[src/rtl/fifo_wr_ctrl.sv]
// Write-side controller for the asynchronous FIFO: owns the binary/Gray write pointer and
// produces registered full, fill level, programmable almost-full and sticky overflow.
module fifo_wr_ctrl #(
  parameter int unsigned ADDR_SIZE = 4
) (
  input  logic                 wr_clk,
  input  logic                 wr_rst_n,
  input  logic                 wr_en,
  input  logic [ADDR_SIZE:0]   rd_ptr_gray_sync,
  input  logic [ADDR_SIZE:0]   afull_thresh,
  input  logic                 ovf_clr,
  output logic                 wr_accept,
  output logic [ADDR_SIZE-1:0] wr_addr,
  output logic [ADDR_SIZE:0]   wr_ptr_gray,
  output logic                 full,
  output logic                 almost_full,
  output logic [ADDR_SIZE:0]   wr_level,
  output logic                 overflow
);

  localparam int unsigned PW = ADDR_SIZE + 1;

  logic [PW-1:0] wr_bin_q, wr_bin_d;
  logic [PW-1:0] gray_q, gray_d;
  logic [PW-1:0] level_q, level_d;
  logic          full_q, full_d;
  logic          afull_q, afull_d;
  logic          ovf_q, ovf_d;
  logic [PW-1:0] rd_bin;
  logic [PW-1:0] rd_full_cmp;

  // Gray to binary: XOR prefix starting from the MSB.
  function automatic logic [PW-1:0] gray2bin(input logic [PW-1:0] g);
    logic [PW-1:0] b;
    b = '0;
    b[PW-1] = g[PW-1];
    for (int i = PW - 2; i >= 0; i--) begin
      b[i] = b[i+1] ^ g[i];
    end
    return b;
  endfunction

  always_comb begin
    wr_accept   = wr_en & ~full_q;
    wr_bin_d    = wr_bin_q + PW'(wr_accept);
    gray_d      = (wr_bin_d >> 1) ^ wr_bin_d;
    rd_bin      = gray2bin(rd_ptr_gray_sync);
    // Full when the write pointer is one lap ahead: top two Gray bits inverted, rest equal.
    rd_full_cmp = {~rd_ptr_gray_sync[ADDR_SIZE], ~rd_ptr_gray_sync[ADDR_SIZE-1],
                   rd_ptr_gray_sync[ADDR_SIZE-2:0]};
    full_d      = (gray_d == rd_full_cmp);
    level_d     = wr_bin_d - rd_bin;
    afull_d     = (level_d >= afull_thresh);
    // A rejected write on the same edge as a clear keeps the flag set.
    if (wr_en && full_q) begin
      ovf_d = 1'b1;
    end else if (ovf_clr) begin
      ovf_d = 1'b0;
    end else begin
      ovf_d = ovf_q;
    end
  end

  always_ff @(posedge wr_clk or negedge wr_rst_n) begin
    if (!wr_rst_n) begin
      wr_bin_q <= '0;
      gray_q   <= '0;
      level_q  <= '0;
      full_q   <= 1'b0;
      afull_q  <= 1'b0;
      ovf_q    <= 1'b0;
    end else begin
      wr_bin_q <= wr_bin_d;
      gray_q   <= gray_d;
      level_q  <= level_d;
      full_q   <= full_d;
      afull_q  <= afull_d;
      ovf_q    <= ovf_d;
    end
  end

  assign wr_addr     = wr_bin_q[ADDR_SIZE-1:0];
  assign wr_ptr_gray = gray_q;
  assign full        = full_q;
  assign almost_full = afull_q;
  assign wr_level    = level_q;
  assign overflow    = ovf_q;

endmodule

[config.mk]
export PLATFORM = sky130hd
export DESIGN_NAME = fifo_wr_ctrl
export DESIGN_NICKNAME = d
export VERILOG_FILES = /design/src/rtl/fifo_wr_ctrl.sv
export SDC_FILE = /design/constraint.sdc
export NUM_CORES = 1
export LEC_CHECK = 0
export ABC_AREA = 1
export BUFFER_PORTS_ARGS = -buffer_cell sky130_fd_sc_hd__buf_2
export CAP_MARGIN = 10
export CORE_ASPECT_RATIO = 1.5
export CORE_UTILIZATION = 47
export DETAILED_ROUTE_END_ITERATION = 6
export PLACE_DENSITY_LB_ADDON = 0.3
export SLEW_MARGIN = 20
export SYNTH_ARGS = -nofsm -noshare
export SYNTH_HDL_FRONTEND = slang
export SYNTH_SLANG_ARGS = --single-unit
[constraint.sdc]
create_clock -name wr_clk -period 3.3 [get_ports wr_clk]
set_input_delay 0.66 -clock wr_clk [delete_from_list [all_inputs] [get_ports wr_clk]]
set_output_delay 0.66 -clock wr_clk [all_outputs]
set_load 0.05 [all_outputs]
**Word level (Yosys, flattened, before mapping)**

Cells that the tools add are included.
W data, S select, Z words.

- Register bits after elaboration: 18
- Latch bits: 0
- Memory bits (writable): 0
- ROM bits: 0
- Input bits: 14
- Output and inout bits: 18
- Memories kept: 0

- $add $sub $neg: 2
- $mul: 0
- Divide/modulo/power cells: 0
- Magnitude comparators: 1
- Eq/ne operators: 1
- Shift operators: 0
- Mux-type cells: 2
- Bitwise logic cells: 9
- Reduce and logical (&&, ||, !) cells: 2

Operator list:

| operator | number |
|---|---|
| $add A5 B1 Y5 | 1 |
| $eq A5 B5 Y1 | 1 |
| $ge A5 B5 Y1 | 1 |
| $sub A5 B5 Y5 | 1 |
| $xor A4 B5 Y5 | 1 |
| $xor A1 B1 Y1 | 4 |
| $not A1 Y1 | 3 |
| $mux W1 | 2 |
| $reduce_bool A2 Y1 | 1 |
| $and A1 B1 Y1 | 1 |
| $logic_and A1 B1 Y1 | 1 |

**Longest topological paths before layout**

Gate-level depths: netlist of the first run.

- Word-level depth: 6
- Depth in mapped cells: 17
- Gate-level depth less buffers: 17

**Least setup slack after synthesis of the first run**

No wires, ideal clock.

- Kind: input -> register
- Start point: input port wr_en
- End point: register afull_q (netlist: almost_full)
- Library setup time: 0.146 ns
- Arrival time: 3.642 ns
- Data required time: 3.154 ns
- Path slack: -0.488 ns
- Cell stages on the path: 16
- Cell sequence: inv_1 nor2_1 ha_1 ha_1 nand2_1 nand2_2 inv_2 ha_1 nand2_1 nor2_1 a211oi_1 xnor2_1 ha_1 a21oi_1 o21a_1 o311ai_0

- Word-level cells in the longest chain between the ends: 4

Ends and longest elaborated chain:

| item | line | source |
|---|---|---|
| start, declared | 8 | `input logic wr_en,` |
| $and A1 B1 Y1 | 44 | `wr_accept = wr_en & ~full_q;` |
| via wr_accept | 12 | `output logic wr_accept,` |
| $add A5 B1 Y5 | 45 | `wr_bin_d = wr_bin_q + PW'(wr_accept);` |
| via wr_bin_d[2] | 23 | `logic [PW-1:0] wr_bin_q, wr_bin_d;` |
| $sub A5 B5 Y5 | 52 | `level_d = wr_bin_d - rd_bin;` |
| via level_d[4] | 25 | `logic [PW-1:0] level_q, level_d;` |
| $ge A5 B5 Y1 | 53 | `afull_d = (level_d >= afull_thresh);` |
| via afull_d | 27 | `logic afull_q, afull_d;` |
| end signal, assigned | 77 | `afull_q <= afull_d;` |
| end, declared | 27 |  |

The timed path passes the listed nets, and every way through them passes these cells.
A chain may end at the register's enable or synchronous reset.

**Worst setup path after layout of the first run**

- Start point: input port rd_ptr_gray_sync[4]
- End point: register afull_q (netlist: almost_full)

- Word-level cells in the longest chain between the ends: 6

Ends and longest elaborated chain:

| item | line | source |
|---|---|---|
| start, declared | 9 | `input logic [ADDR_SIZE:0] rd_ptr_gray_sync,` |
| $xor A1 B1 Y1 (4 in series) | 38 | `b[i] = b[i+1] ^ g[i];` |
| $sub A5 B5 Y5 * | 52 |  |
| via level_d[4] | 25 |  |
| $ge A5 B5 Y1 * | 53 |  |
| via afull_d | 27 |  |

Mark *: on every way through the listed nets, which the timed path passes. The rest lies on a longest branch.

==> summary.txt, run 1 <==
Syn Nets - 160
Syn-to-layout area delta - 23.26%
Crit Path Max Fanout - 3
Vias in the first global route - 959
Synth cell types - 20
Htree depth - 1
Crit path time final - 3085 ps
Antenna diodes - 0
Synth Cell Area - 1081 sq um
Layout cells sized above 1 - 29.24%
Hold Fails Final Rpt - 0
# nets final - 198
Worst Tran Pin Value - 391.0 ps
CTS tree - built
Clock Tree Buf Depth - 2
Gpl congestion - 0.9300
Via/cell ratio - 5.161
Crit path capture type - flip-flop
RSZ-0062 raised after global routing - false
CTS sink cnt - 17
WP data arrival - 3250 ps
Initial antenna violation count - 0
Outcome - complete, no violations
Postcts setup bufs - 0
Hold WC Path Type - in -> async
Initial Utilization - 51.43%
Yosys reg bits - 17
Port Buffers - 31
Worst-path clk slew - 110 ps
Core Box Area - 2102 sq um
DP Area - 1295 sq um
Worst Setup SP - rd_ptr_gray_sync[4]
CP Data Required Time - 3460 ps
Total GRT Usage - 21.89%
Gates resized, CTS repair - 0
Worst r2r src - full
Register area share after synthesis - 39.35%
Drt first pass iters - 4
Post-synthesis area per instance - 8.067 sq um
CP top delay family - adder cells
Hold slack - 272.9 ps
Slowest CP cell - fa_1
Die Span Y - 60.74 um
Max-Cap Viols - 0
Antenna-violating nets left - 0
Fin crit share - 93.48%
Post-DP HPWL - 1946 um
Gate Count Post-Synth - 134
Max transition margin - 73.93%
Largest net degree at the start of global routing - 18
Crit Path Category - in -> reg
WL/cell - 12.22 um
Crit path largest cell delay - 420 ps
CTS buffer count - 3
Worst Path Buf+Inv - 2
Die area - 2500 sq um
Setup crit start kind - input port
GRT overflow - 0
IO Count - 32
Row count - 20
Final instance area - 1333 sq um
Most frequent cells in the layout - nand2_1, buf_2, inv_1
Hold_buf cts - 0
Root Driver - clkbuf_4
Number of DRC markers in iteration 0 - 12
Clock latency on the worst-skew pair - 290 ps
Setup violators final - 0
Die width - 41.16 um
Worst R2R Setup Slack - 370 ps
Ys Warns - 0
Commonest non-fill, non-tap cell in the layout - nand2_1
Slew Limit Fails - 0
Drt drc - 0
Global-route wire length before repair - 3698 um
Crit path cell chain - buf_2 -> xnor2_2 -> nand2b_1 -> nand2_2 -> nand2_2 -> nand3_1 -> nand2_1 -> inv_1 -> ha_1 -> fa_1 -> nor2_1 -> a211oi_1 -> xnor2_1 -> ha_1 -> a21oi_1 -> o21a_1 -> o311ai_0
Setup Skew - 1.345 ps
Fmax - 0.3242 GHz
Via count - 996
Detailed Route WL - 2358 um
[worst paths after layout]
check                                   end  depth (start not counted)
max in group asynchronous       wr_bin_q[1]                          1
worst max register to register  almost_full                         15
worst min-delay path            wr_level[0]                          1
min in group wr_clk                overflow                          2
worst min register to register     overflow                          2
worst max-delay path            almost_full                         17
[metrics by stage]
step	util, %	TNS [ps]	setup slack, ps	instances
after global routing	63.39	0	12.78	193
after CTS	63.04	0	219.0	193
after global placement	61.61	0	54.71	189
after floorplan	-	0	32.78	134
final	63.39	0	215.0	193
after detailed placement	61.61	-109.2	-109.2	189
[kinds of logic (layout without fill, tap and decap cells)]
kind of cell               count (synthesis)  after routing  share of synthesized area (%)
DFF                                       17             17                          39.35
xor gates and xnor gates                   5              5                          4.052
and+or+nand+nor                           68             68                          28.47
AOI/OAI and AO/OA                          8              8                          4.514
buffers and inverters                     24             61                          9.028
adders and majority gates                 12             12                          14.58
[synthesized netlist by cell type]
cell / n / area, sq um
a211oi_1: 1 / 7.510
a21oi_1: 3 / 15.01
buf_6: 1 / 11.26
dfrtp_1: 17 / 425.4
fa_1: 1 / 20.02
ha_1: 11 / 137.6
inv_1: 21 / 78.83
inv_2: 2 / 7.510
nand2_1: 38 / 142.6
nand2_2: 6 / 37.54
nand2b_1: 1 / 6.260
nand3_1: 13 / 65.06
nand3_2: 1 / 10.01
nand4_1: 5 / 31.28
nor2_1: 4 / 15.01
o21a_1: 1 / 7.510
o21ai_0: 2 / 10.01
o311ai_0: 1 / 8.760
xnor2_1: 3 / 26.28
xor2_1: 2 / 17.52
[final cells by class]
class	instances	area, sq um
clock buffers	3	22.52
flip-flops and latches	17	425.4
multi-input cells	93	585.6
repair buffers	34	177.7
inverters	23	86.33
fillers	199	769.5
clock inverters	1	7.507
well taps	22	27.53
[worst register-to-register path, cell delays in order, from the launching register on]
cell and delay (ps):
dfrtp_1 430, nor2_4 120, ha_4 170, ha_1 210
nand2_1 120, nand2_2 110, inv_2 50, ha_1 350
nand2_1 90, nor2_1 40, a211oi_1 230, xnor2_1 190
ha_1 300, a21oi_1 150, o21a_1 120, o311ai_0 110
[per-layer routing]
| metal | global-route usage, % | part of all wire (%) |
|---|---|---|
| met1 | 18.65 | 36 |
| met2 | 43.30 | 59 |
| met5 | 0 | 0 |
| met3 | 5.128 | 2.8 |
| met4 | 9.217 | 2.0 |
[flip-flops by register name, indices dropped and copies added, names as in the netlist]
signal	cells
wr_level	5
wr_ptr_gray	5
wr_bin_q	4
almost_full	1
full	1
overflow	1
Power of run 1 is not shown: default switching activity piles up to over one toggle a cycle in this logic, so the estimate is an artifact.
==> inputs of run 2 (changes only) <==
- GPL_TIMING_DRIVEN: unset -> 0
==> run 2 against run 1 <==
  * Die area stayed put
  * Via count rose by 1.5%
  * Register-to-register slack hardly changed
  * Sequential share of layout area up 0.27 points
  * Count of clock-buffer cells in the layout stayed put
  * Non-clock buffer count down 2
  * Worst setup slack gained 66 ps
  * Clock skew increased by 6.0 ps
  * Maximum frequency up 2.2%
  * Global-route usage shrank 0.18 points
  * Core utilization fell by 0.54 points
  * Worst hold slack lost 19 ps
==> summary.txt, run 2 (synthesis gave the netlist of run 1 again) <==
Outcome - complete, no violations
Total GRT Usage - 21.71% (-0.18 points)
DP Area - 1284 sq um (-0.87%)
Die width - 41.16 um (unchanged)
Worst-path clk slew - 100 ps (about the same)
R2R depth - 15 (unchanged)
Antenna-violating nets left - 0 (unchanged)
CTS sink cnt - 17 (unchanged)
CP Data Required Time - 3480 ps (+20 ps)
Worst r2r src - full
Commonest non-fill, non-tap cell in the layout - nand2_1
WP data arrival - 3200 ps (-50 ps)
Most frequent cells in the layout - nand2_1, buf_2, inv_1
Die area - 2500 sq um (unchanged)
Die Span Y - 60.74 um (unchanged)
Drt drc - 0 (unchanged)
Worst R2R Setup Slack - 370 ps (about the same)
Row count - 20 (unchanged)
RSZ-0062 raised after global routing - false
Root Driver - clkbuf_4
Fin crit share - 91.48% (-2.0 points)
Initial antenna violation count - 0 (unchanged)
Detailed Route WL - 2345 um (-0.55%)
FF/Latch Area - 425.4 sq um (unchanged)
Syn-to-layout area delta - 22.22%
Global-route wire length before repair - 3643 um (-1.5%)
GRT overflow - 0 (unchanged)
Hold Fails Final Rpt - 0 (unchanged)
Drt first pass iters - 4 (unchanged)
Number of fill cells - 199 (unchanged)
Via count - 1011 (+1.5%)
Setup Skew - 7.336 ps (+5.991 ps)
Worst Tran Pin Value - 377.7 ps (-13.34 ps)
Max-Cap Viols - 0 (unchanged)
Crit Path Category - in -> reg
Setup crit start kind - input port
Clock Tree Buf Depth - 2 (unchanged)
# nets final - 196 (-1.0%)
Hold WC Path Type - in -> async
WL/cell - 12.28 um (+0.49%)
Setup violators final - 0 (unchanged)
Largest net degree at the start of global routing - 18 (unchanged)
Via/cell ratio - 5.293 (+2.6%)
Crit path time final - 3019 ps (-66.15 ps)
Multi-input logic area - 588.1 sq um (+0.43%)
Core Box Area - 2102 sq um (unchanged)
Htree depth - 1 (unchanged)
Fmax - 0.3313 GHz (+2.2%)
Crit Path Max Fanout - 6 (+3)
Gpl congestion - 0.8583 (-7.7%)
Max transition margin - 74.82% (+0.89 points)
Number of DRC markers in iteration 0 - 23 (+11)
Antenna diodes - 0 (unchanged)
Port Buffers - 31 (unchanged)
Layout cells sized above 1 - 28.99% (-0.25 points)
Hold_buf cts - 0 (unchanged)
FF-to-FF End - almost_full
Slew Limit Fails - 0 (unchanged)
Post-DP HPWL - 1879 um (-3.4%)
CTS tree - built
Crit path capture type - flip-flop
CTS buffer count - 3 (unchanged)
Clock latency on the worst-skew pair - 300 ps (about the same)
Vias in the first global route - 937 (-2.3%)
Final instance area - 1321 sq um (-0.85%)
Initial Utilization - 51.43% (unchanged)
IO Count - 32 (unchanged)
==> run 2: cell count changes in the layout (fill, tap and decap cells not counted), sizes merged <==
cell,change
buf,-2
clkinv,+1
clkinvlp,-1
==> run 2: repair_timing <==
action,CTS,global route
endpoints found under the setup margin,0,1
buffers inserted,0,0
resized for setup,0,2
==> run 2: layout make-up <==
type / count / share of cell area (%)
buffer: 1 / 0.8523
tap: 22 / 2.083
clock inverter: 1 / 0.3788
clock buffer: 3 / 1.705
multi-input combinational: 93 / 44.51
inverter: 23 / 6.534
sequential: 17 / 32.20
timing repair buffer: 31 / 11.74
==> run 2: stage by stage <==
| step | hold WS (ps) | setup WS [ps] | utilization, % | setup TNS (ps) | cells |
|---|---|---|---|---|---|
| after floorplan | 364.4 | 32.78 | - | 0 | 134 |
| after global placement | 505.3 | -104.5 | 61.07 | -104.5 | 187 |
| after detailed placement | 516.1 | -113.4 | 61.07 | -113.4 | 187 |
| after CTS | 275.7 | 198.3 | 62.38 | 0 | 191 |
| after global routing | 282.3 | 4.284 | 62.86 | 0 | 191 |
| final | 253.9 | 281.2 | 62.86 | 0 | 191 |
==> run 2: worst max-delay path, stage by stage <==
cell      delay [ps]
buf_2             90
inv_1             60
nor2_4           130
ha_4             170
ha_2             240
nand2_1          120
nand2_2          110
inv_2             50
ha_1             350
nand2_1           90
nor2_1            40
a211oi_1         230
xnor2_1          180
ha_1             290
a21oi_1          150
o21a_1           120
o311ai_0         110
==> run 2: worst max-delay path by stage <==
stage                                    from     endpoint  slack, ps
after floorplan                         wr_en  almost_full         30
after global placement    rd_ptr_gray_sync[4]  almost_full       -100
after detailed placement                wr_en  almost_full       -110
after CTS                               wr_en  almost_full        200
after global routing                    wr_en  almost_full          4
final                                   wr_en  almost_full        280
==> run 2: metal layers <==
metal	GRT usage [%]	up-vias	wire, um
li1	-	506	-
met3	2.930	9	133
met4	12.90	0	80
met5	0	-	0
met2	39.73	40	1317
met1	21.33	456	814
Power of run 2 is left out for the same reason.
==> inputs of run 3 (changes only) <==
- CORE_UTILIZATION: 47 -> 45
- PLACE_DENSITY: unset -> 0.74
- PLACE_DENSITY_LB_ADDON: 0.3 -> unset
- clock period: 3.3 -> 2.7 ns (I/O delays scaled with it)
==> run 3 against run 2 <==
  * The run now ends with setup timing left
  * First-iteration DRC count fell by 48%
  * Highest routed layer unchanged
  * Die area grew 4.3%
  * Cell area grew 15%
  * Largest cell class unchanged
  * Worst setup slack worse by 310 ps
  * Register-to-register slack lost 340 ps
  * Non-clock buffer count rose by 5
==> summary.txt, run 3 (synthesis gave the netlist of run 1 again) <==
Outcome - finished with violations
Failing checks - setup timing
Row count - 21 (+5.0%)
Vias in the first global route - 997 (+6.4%)
Antenna-violating nets left - 0 (unchanged)
Die Span Y - 62.03 um (+2.1%)
Gpl congestion - 0.8494 (-1.0%)
Core Box Area - 2260 sq um (+7.5%)
Number of DRC markers in iteration 0 - 12 (-48%)
Commonest non-fill, non-tap cell in the layout - nand2_1
Die width - 42.02 um (+2.1%)
Antenna diodes - 0 (unchanged)
CTS tree - built
Max-Cap Viols - 0 (unchanged)
GRT overflow - 0 (unchanged)
Drt drc - 0 (unchanged)
Setup Skew - 5.935 ps (-1.400 ps)
Crit Path Max Fanout - 3 (-3)
Initial Utilization - 47.84% (-3.6 points)
Global-route wire length before repair - 3864 um (+6.1%)
IO Count - 32 (unchanged)
CTS buffer count - 3 (unchanged)
Port Buffers - 31 (unchanged)
Final instance area - 1524 sq um (+15%)
Htree depth - 1 (unchanged)
Via/cell ratio - 5.244 (-0.94%)
Root Driver - clkbuf_4
Largest net degree at the start of global routing - 18 (unchanged)
Crit path time final - 2732 ps
Crit path capture type - flip-flop
Most frequent cells in the layout - nand2_1, buf_2, inv_1
Hold_buf cts - 0 (unchanged)
Number of fill cells - 193 (-3.0%)
Pre-CTS WS - -619.5 ps (-506.1 ps)
CP Data Required Time - 2870 ps (-610 ps)
CTS sink cnt - 17 (unchanged)
Clock Tree Buf Depth - 2 (unchanged)
Via count - 1033 (+2.2%)
Layout cells sized above 1 - 43.10% (+14 points)
R2R depth - 16 (+1)
Drt first pass iters - 4 (unchanged)
Syn-to-layout area delta - 40.97%
Setup crit start kind - input port
RSZ-0062 raised after global routing - true
Crit Path Category - in -> reg
WP data arrival - 2900 ps (-300 ps)
WL/cell - 12.63 um (+2.9%)
Worst Tran Pin Value - 375.6 ps (-2.062 ps)
Worst R2R Setup Slack - 30 ps (-340 ps)
Die area - 2607 sq um (+4.3%)
Fin crit share - 101.2%
FF-to-FF End - almost_full
Fmax - 0.3660 GHz
Worst r2r src - full
Final worst slack - -31.95 ps (-313.1 ps)
Hold WC Path Type - in -> async
Total GRT Usage - 20.52% (-1.2 points)
# nets final - 201 (+2.6%)
Max transition margin - 74.96% (+0.14 points)
Clock latency on the worst-skew pair - 300 ps (about the same)
Setup violators final - 1 (+1)
Initial antenna violation count - 0 (unchanged)
DP Area - 1361 sq um (+6.0%)
Detailed Route WL - 2488 um (+6.1%)
Post-DP HPWL - 1877 um (about the same)
Hold Fails Final Rpt - 0 (unchanged)
Slew Limit Fails - 0 (unchanged)
Worst-path clk slew - 100 ps (about the same)
[run 3: worst max path at each step]
stage                   startpoint  slack (ps)  depth (start not counted)     endpoint
2_1_floorplan                wr_en        -160                         17  almost_full
3_3_place_gp   rd_ptr_gray_sync[4]        -590                         17  almost_full
3_5_place_dp   rd_ptr_gray_sync[4]        -620                         17  almost_full
4_1_cts        rd_ptr_gray_sync[3]           9                         17  almost_full
5_1_grt        rd_ptr_gray_sync[4]        -150                         17  almost_full
6_report       rd_ptr_gray_sync[4]         -30                         17  almost_full
[run 3: critical path, cell delays in order]
cell      delay, ps
buf_8           110
xnor2_4         180
nand2b_4        170
nand2_4          70
nand2_2          70
nand3_2          60
nand2_2          70
inv_2            40
ha_4            160
fa_2            380
nor2_2          140
a211oi_2         60
xnor2_2         210
ha_4            250
a21oi_2         140
o21a_1          160
o311ai_2        100
[run 3: timing repair]
action	4_1_cts	5_1_grt
buffers inserted	2	3
pin swaps	3	9
setup endpoints to repair	1	1
resized for setup	6	17
[run 3: stage by stage]
step | hold slack, ps | instances | utilization (%) | setup TNS, ps
floorplan | 244.4 | 134 | - | -161.2
global placement | 471.9 | 188 | 60.24 | -585.7
detailed placement | 482.6 | 188 | 60.24 | -619.5
CTS | 154.8 | 194 | 63.84 | 0
global route | 174.8 | 197 | 67.44 | -151.3
finish | 142.8 | 197 | 67.44 | -31.95
[run 3: layout make-up]
cell class              count  area [sq um]  area share, %
multi-input cells          93         723.2          47.45
flip-flops and latches     17         426.7          28.00
repair buffers             36         209.0          13.71
inverters                  23         98.84          6.486
well taps                  23         28.78          1.888
clock buffers               4         26.28          1.724
plain buffers               1         11.26         0.7389
[run 3: metal layers]
layer	GRT usage [%]	vias up	share of wire, %
met5	0	-	0
li1	-	509	-
met4	14.73	0	3.6
met2	41.74	30	57
met1	18.72	488	36
met3	2.601	6	3.5
Power of run 3 is left out for the same reason.
